--- src/rtl/sw_ctrl.sv ---
// Control block for the Smith-Waterman accelerator: parameter capture, T-load sequencing,
// calculation sequencing with per-batch max reduction, cycle count and sticky errors.
module sw_ctrl #(
   parameter int SCORE_W = 16,
   parameter int MATCH_W = 4,
   parameter int T_LEN_W = 10,
   parameter int CYC_W   = 32
) (
   input  logic               clk,
   input  logic               rst,
   input  logic               i_set_t,
   input  logic               i_start_cal,
   input  logic               i_abort,
   input  logic               i_param_valid,
   input  logic [MATCH_W-1:0] i_match,
   input  logic [MATCH_W-1:0] i_mismatch,
   input  logic [7:0]         i_minus_alpha,
   input  logic [7:0]         i_minus_beta,
   output logic [SCORE_W-1:0] o_match,
   output logic [SCORE_W-1:0] o_mismatch,
   output logic [SCORE_W-1:0] o_alpha,
   output logic [SCORE_W-1:0] o_beta,
   output logic               o_start_read_t,
   input  logic               i_t_valid,
   input  logic               i_t_last,
   output logic [T_LEN_W-1:0] o_t_size,
   input  logic               i_sram_busy,
   output logic               o_start_cal,
   input  logic               i_pe_busy,
   input  logic [SCORE_W-1:0] i_pe_result,
   input  logic               i_pe_result_valid,
   output logic               o_flush,
   output logic               o_busy,
   output logic [SCORE_W-1:0] o_result,
   output logic               o_valid,
   output logic [CYC_W-1:0]   o_cycles,
   input  logic               i_err_clr,
   output logic [2:0]         o_err
);

   typedef enum logic [1:0] {IDLE, SETT, CALC, FLUSH} state_t;

   localparam logic [T_LEN_W-1:0] T_MAX   = '1;
   localparam logic [T_LEN_W-1:0] T_LAST  = T_MAX - 1'b1;
   localparam logic [CYC_W-1:0]   CYC_MAX = '1;

   state_t             state, state_nx;
   logic               t_loaded, p_loaded;
   logic               t_done;      // last beat seen, waiting for SRAM to go idle
   logic               busy_seen;   // PE busy observed high during this CALC
   logic [T_LEN_W-1:0] t_cnt;
   logic [SCORE_W-1:0] max_r, max_nx;
   logic [CYC_W-1:0]   cyc_cnt, cyc_inc;
   logic               cmd;
   logic               go_sett, go_calc, t_fin, t_ovf, calc_done, abort_sett;
   logic [2:0]         err_set;

   assign cmd     = i_set_t | i_start_cal;
   assign o_busy  = (state != IDLE);
   assign o_flush = (state == FLUSH);
   assign cyc_inc = (cyc_cnt == CYC_MAX) ? cyc_cnt : cyc_cnt + 1'b1;
   assign max_nx  = (i_pe_result_valid && (i_pe_result > max_r)) ? i_pe_result : max_r;

   always_ff @(posedge clk) begin
      if (rst) state <= IDLE;
      else     state <= state_nx;
   end

   always_comb begin
      state_nx   = state;
      go_sett    = 1'b0;
      go_calc    = 1'b0;
      t_fin      = 1'b0;
      t_ovf      = 1'b0;
      calc_done  = 1'b0;
      abort_sett = 1'b0;
      err_set    = 3'b000;
      case (state)
         IDLE: begin
            if (i_set_t) begin
               state_nx = SETT;
               go_sett  = 1'b1;
            end else if (i_start_cal) begin
               if (t_loaded && p_loaded) begin
                  state_nx = CALC;
                  go_calc  = 1'b1;
               end else begin
                  err_set[0] = 1'b1;
               end
            end
         end
         SETT: begin
            err_set[2] = cmd;
            if (i_abort) begin
               state_nx   = FLUSH;
               abort_sett = 1'b1;
            end else if (t_done) begin
               if (!i_sram_busy) state_nx = IDLE;
            end else if (i_t_valid && i_t_last) begin
               t_fin = 1'b1;
               if (!i_sram_busy) state_nx = IDLE;
            end else if (i_t_valid && (t_cnt == T_LAST)) begin
               t_ovf      = 1'b1;
               err_set[1] = 1'b1;
               state_nx   = FLUSH;
            end
         end
         CALC: begin
            err_set[2] = cmd;
            if (i_abort) begin
               state_nx = FLUSH;
            end else if (busy_seen && !i_pe_busy) begin
               calc_done = 1'b1;
               state_nx  = IDLE;
            end
         end
         FLUSH: begin
            err_set[2] = cmd;
            if (!i_sram_busy && !i_pe_busy) state_nx = IDLE;
         end
         default: state_nx = IDLE;
      endcase
   end

   // Parameters are only accepted while idle so the datapath never sees them change mid-run.
   always_ff @(posedge clk) begin
      if (rst) begin
         o_match    <= '0;
         o_mismatch <= '0;
         o_alpha    <= '0;
         o_beta     <= '0;
         p_loaded   <= 1'b0;
      end else if (state == IDLE && i_param_valid) begin
         o_match    <= SCORE_W'(i_match);
         o_mismatch <= SCORE_W'(i_mismatch);
         o_alpha    <= SCORE_W'(i_minus_alpha);
         o_beta     <= SCORE_W'(i_minus_beta);
         p_loaded   <= 1'b1;
      end
   end

   always_ff @(posedge clk) begin
      if (rst) begin
         t_cnt    <= '0;
         t_loaded <= 1'b0;
         t_done   <= 1'b0;
         o_t_size <= '0;
      end else if (go_sett) begin
         t_cnt    <= '0;
         t_loaded <= 1'b0;
         t_done   <= 1'b0;
      end else if (state == SETT) begin
         if (abort_sett) begin
            t_loaded <= 1'b0;
         end else if (t_fin) begin
            o_t_size <= t_cnt + 1'b1;
            t_cnt    <= t_cnt + 1'b1;
            t_loaded <= 1'b1;
            t_done   <= 1'b1;
         end else if (t_ovf) begin
            o_t_size <= T_MAX;
            t_cnt    <= T_MAX;
            t_loaded <= 1'b0;
         end else if (i_t_valid && !t_done) begin
            t_cnt <= t_cnt + 1'b1;
         end
      end
   end

   // A result strobe coincident with the busy fall is folded in via max_nx.
   always_ff @(posedge clk) begin
      if (rst) begin
         max_r          <= '0;
         cyc_cnt        <= '0;
         busy_seen      <= 1'b0;
         o_result       <= '0;
         o_cycles       <= '0;
         o_valid        <= 1'b0;
         o_start_read_t <= 1'b0;
         o_start_cal    <= 1'b0;
      end else begin
         o_start_read_t <= go_sett;
         o_start_cal    <= go_calc;
         o_valid        <= calc_done;
         if (go_calc) begin
            max_r     <= '0;
            cyc_cnt   <= '0;
            busy_seen <= 1'b0;
         end else if (state == CALC) begin
            max_r   <= max_nx;
            cyc_cnt <= cyc_inc;
            if (i_pe_busy) busy_seen <= 1'b1;
         end
         if (calc_done) begin
            o_result <= max_nx;
            o_cycles <= cyc_inc;
         end
      end
   end

   // A new error in the same cycle as a clear survives the clear.
   always_ff @(posedge clk) begin
      if (rst)            o_err <= 3'b000;
      else if (i_err_clr) o_err <= err_set;
      else                o_err <= o_err | err_set;
   end

endmodule

--- config.mk ---
export PLATFORM = sky130hd
export DESIGN_NAME = sw_ctrl
export DESIGN_NICKNAME = d
export VERILOG_FILES = /design/src/rtl/sw_ctrl.sv
export SDC_FILE = /design/constraint.sdc
export NUM_CORES = 1
export LEC_CHECK = 0
export ABC_AREA = 1
export CORE_UTILIZATION = 55
export DETAILED_ROUTE_END_ITERATION = 8
export HOLD_SLACK_MARGIN = 0.02
export PLACE_DENSITY = 0.89
export SLEW_MARGIN = 10
export SYNTH_ARGS = -nofsm -noshare
export SYNTH_HDL_FRONTEND = slang
export SYNTH_SLANG_ARGS = --single-unit
--- constraint.sdc ---
create_clock -name clk -period 2.65 [get_ports clk]
set_input_delay 0.265 -clock clk [delete_from_list [all_inputs] [get_ports clk]]
set_output_delay 0.265 -clock clk [all_outputs]
set_load 0.03 [all_outputs]
# After elaboration in Yosys (flattened, before gate mapping)
# Index checks and enable logic that the tools add are counted.
[word_totals] ff_bits=152 in_bits=52 output_inout_bits=130 word_cells=109
[op_classes] n_addsub=2 n_lt_le_gt_ge=1 n_eq_ne=10 muxes=48 bitwise=4 reduce_logical=25
[ops] op="10-bit 2-to-1 mux" count=5
[ops] op="32-bit by 1-bit adder with 32-bit output, second input constant" count=1
[ops] op="32-bit equality test, second input constant" count=1
[ops] op="32-bit 2-to-1 mux" count=1
[ops] op="1-bit 2-to-1 mux" count=28
[ops] op="2-bit 2-to-1 mux" count=11
[ops] op="16-bit > comparator" count=1
[ops] op="16-bit 2-to-1 mux" count=1
[ops] op="10-bit by 1-bit adder with 10-bit output, second input constant" count=1
[ops] op="10-bit equality test, second input constant" count=1
[ops] op="3-bit != test, second input constant" count=3
[ops] op="1-bit logical AND" count=8
[ops] op="2-bit case mux with 4 select lines" count=1
[ops] op="3-bit AND reduction" count=2
[ops] op="3-bit nonzero test" count=2
[ops] op="5-bit != test, second input constant" count=1
[ops] op="5-bit AND reduction" count=1
[ops] op="2-bit equality test, second input constant" count=2
[ops] op="2-bit AND reduction" count=2
[ops] op="4-bit AND reduction" count=1
[ops] op="2-bit nonzero test" count=2
[ops] op="2-bit OR reduction" count=2
[ops] op="1-bit zero test" count=3
[ops] op="3-bit 2-to-1 mux" count=1
[ops] op="7 further kinds" count=8

# Logic depth before layout (Yosys ltp)
[logic_depth] ltp_word=10 mapped_depth=17 depth_no_buf=16

# Worst setup path before layout
# OpenSTA, ideal clock, no wires.
[synth_timing] path_type="reg-to-reg" from="register max_r[7]" to="register max_r[10]" setup_ps=109 t_arrival_ps=1626 t_required_ps=2541 path_slack_ps=915 path_stages_with_launch=13 cell_sequence="dfxtp_1 inv_1 ha_1 nand2_1 nor2_1 nand4_1 o21a_1 buf_2 buf_2 nand3_1 nand3_1 nand2_1 inv_1"
[synth_via] elab_chain_cells=3
[synth_lines] element="start, declared" line="52" text="logic [SCORE_W-1:0] max_r, max_nx;"
[synth_lines] element="start signal, assigned" line="190" text="max_r <= max_nx;"
[synth_lines] element="16-bit > comparator" line="62" text="assign max_nx = (i_pe_result_valid && (i_pe_result > max_r)) ? i_pe_result : max_r;"
[synth_lines] element="1-bit logical AND" line="62"
[synth_lines] element="16-bit 2-to-1 mux" line="62"
# No other way between the ends.
# A chain may end at the register's enable or synchronous reset.

# Worst setup path in the final report
[layout_timing] from="register cyc_cnt[0]" to="register o_cycles[1]"
[layout_via] elab_chain_cells=2 word_cells_on_any_way=3
[layout_lines] element="start, declared" line="53" text="logic [CYC_W-1:0] cyc_cnt, cyc_inc;"
[layout_lines] element="start signal, assigned" line="191" text="cyc_cnt <= cyc_inc;"
[layout_lines] element="32-bit by 1-bit adder with 32-bit output / 32-bit equality test (equally long branches)" line="61" text="assign cyc_inc = (cyc_cnt == CYC_MAX) ? cyc_cnt : cyc_cnt + 1'b1;"
[layout_lines] element="32-bit 2-to-1 mux *" line="61"
[layout_lines] element="end signal, assigned" line="196" text="o_cycles <= cyc_inc;"
[layout_lines] element="end, declared" line="36" text="output logic [CYC_W-1:0] o_cycles,"
# Mark *: on every way between the ends. The rest lies on a longest branch, timed or not.

==> qor.yml <==
dpl.hpwl_mm: 14.12
drive_gt1_share_pct: 7.948
path_clk_slew_ns: 0.06
tns_ns: 0
met1_usage_pct: 33.80
drtPass1Iterations: 6
r2r_cells: 11
worstMarginPinSlew_ns: 0.7356
grt_pass1_vias: 7007
port_buffers: 141
synth_ff_type: "dfxtp_1"
num_antenna_cells: 0
cts_tree: "yes"
die_w_um: 123.2
maxCapViolations: 0
cts_root_buf: "clkbuf_16"
layout.cells.non_filler: 1476
setup_viol: 0
drv_slew: 0
cp_top_family: "simple AND/OR/NAND/NOR gates"
cts.path.max_buffers: 2
post-route-drc-count: 0
post_cts_resized: 0
layout_common_cells: "202 x nor2_1, 177 x nand2_1, 158 x inv_1, 152 x dfxtp_1, 141 x clkdlybuf4s50_1"
max_freq_mhz: 422.8
path_buf_inv: 3
p_leak_nw: 4.596
setup.worst_path.start: "cyc_cnt[0]"
status: "completed"
rsz0062_at_grt: "false"
cp_cell_sequence: "ha_1 -> nand3_2 -> inv_2 -> nand2_2 -> nor2_2 -> nand2_4 -> inv_1 -> nand2_1 -> nand3_1 -> nand2_1 -> inv_1"
cp.required_ns: 3.02
end_kind: "register"
period_minus_slack_ns: 2.365
drtIter0Drc: 608
fin_util_pct: 70.60
min_period_over_period_pct: 89.25
grt_max_degree: 50
dieArea_um2: 15170
wl_per_cell_um: 13.71
dp_cells: 1444
ios: 182
slowest_stage: "dfxtp_1"
globalplace.congestion: 0.9535
start_util_pct: 57.28
finClkSkew_ns: 0.008715
rrSetupSlack_ns: 0.28
synthDistinctLibCells: 40
syn-cell-area_um2: 8074
rows: 43
slew_headroom_pct: 50.84
ys_warn_count: 0
crit_path_end: "o_cycles[1]"
antenna_found_initial: 0
core_area_um2: 14100
top_usage_layer: "met2"
post-cts-setup-buffer-count: 0
worst-path-stages: 11
power_density_nw_per_um2: 775.2
dr_total_vias: 7701
timing.rr.end: "o_cycles[1]"
track_usage_pct: 27.41
hold_viol_final: 0
die_y_um: 123.2
area_growth_pct: 23.26
critPathKind: "reg2reg"
hold_class: "reg2reg"
arrival_ns: 2.73
gr-total-overflow: 0
vias_per_cell: 5.217
async_reset_ff_share_pct: 0
start_kind: "register"
syn_area_per_cell_um2: 6.960
fin_nets: 1354
cts-hold-fix-buffers: 0
cp_max_fo: 41
synth_edf_count: 0
htree_num_levels: 4
drt-total-wl_mm: 20.23
final_common_cell: "nor2_1"
seq_area_frac_synth_pct: 37.69
clk_latency_ns: 0.42
slowest_delay_ns: 0.47
cts_buffers: 17
yosys_register_bits: 152
ant_nets: 0
gr-usage-met3_pct: 5.258
use_met2_pct: 46.75
worstReg2RegStart: "cyc_cnt[0]"
grt_pass1_wl_mm: 32.74
ir_drop_mv: 0.4775
syn_inst: 1160
clock_sinks: 152
synth_stat cells, types with 5 or more instances:
cell,number,area (um^2)
nand3_1,85,425.4
buf_2,17,85.08
ha_1,19,237.7
inv_2,12,45.04
clkbuf_1,19,71.32
buf_6,6,67.56
buf_4,42,315.3
xor2_1,11,96.34
dfxtp_1,152,3043
nor2_1,202,758.2
nand2_2,11,68.82
a21oi_1,50,250.2
nand2_1,177,664.4
nand3_2,21,210.2
inv_1,158,593.1
o211ai_1,21,157.7
nor3_1,6,30.03
o21ai_0,84,420.4
nand4_1,17,106.4
nor2_2,5,31.28
state kept, by name, summed over array words and instances, names as in the netlist, 3 cells and up:
register and cells:
cyc_cnt 32, o_cycles 32, max_r 16, o_result 16, o_t_size 10, t_cnt 10
o_alpha 8, o_beta 8, o_match 4, o_mismatch 4, o_err 3
area by class of cell:
cell class	count	area, um^2
clock buffers	20	446.7
clock inverters	12	127.6
fillers	1189	4144
inverters	171	641.9
multi-input cells	790	3969
flip-flops and latches	152	3043
well taps	180	225.2
repair buffers	151	1499
per-stage QoR:
step                      hold slack [ns]  total power [mW]  setup WS, ns  area [um^2]
after floorplan                    0.4133             4.707        0.9151         8220
after global placement             0.4414             5.280        0.4517         9378
after detailed placement           0.4466             5.359        0.3764         9378
after CTS                          0.4549             7.731        0.3211         9952
after global routing               0.4690             8.173       0.05809         9952
final                              0.4560             7.715        0.2849         9952
logic make-up (layout without fill, tap and decap cells):
group | count (synthesis) | count (layout) | synth area share (%)
buffers and inverters | 257 | 354 | 14.97
XOR/XNOR | 15 | 15 | 1.627
other | 1 | 40 | 0.04645
adder cells (fa/ha/maj) | 19 | 19 | 2.944
AO/OA/AOI/OAI | 170 | 170 | 11.54
AND/OR/NAND/NOR | 546 | 546 | 31.18
flip-flops | 152 | 152 | 37.69
worst min path at each step:
stage / to / startpoint / slack [ns] / depth (start not counted)
floorplan: busy_seen / i_pe_busy / 0.41 / 2
global placement: busy_seen / busy_seen / 0.44 / 2
detailed placement: busy_seen / busy_seen / 0.45 / 2
CTS: busy_seen / busy_seen / 0.45 / 2
global route: busy_seen / i_pe_busy / 0.47 / 3
finish: busy_seen / busy_seen / 0.46 / 2
layer usage:
layer	routed length, um	share of wire (%)
met1	8650	43
met4	426	2.1
met5	0	0
met3	1485	7.3
met2	9667	48
power breakdown:
group          switching [mW]  total [mW]  leakage, nW  internal, mW
Clock                   0.953        2.36        0.272          1.41
Combinational            1.52        2.37         3.09         0.854
Sequential              0.319        2.99         1.24          2.67
worst min-delay path, stage by stage (launching register included):
cell and delay [ns]:
dfxtp_1 0.29, inv_1 0.06, a21oi_1 0.05
Note: power is estimated with default switching activity, not from simulation.
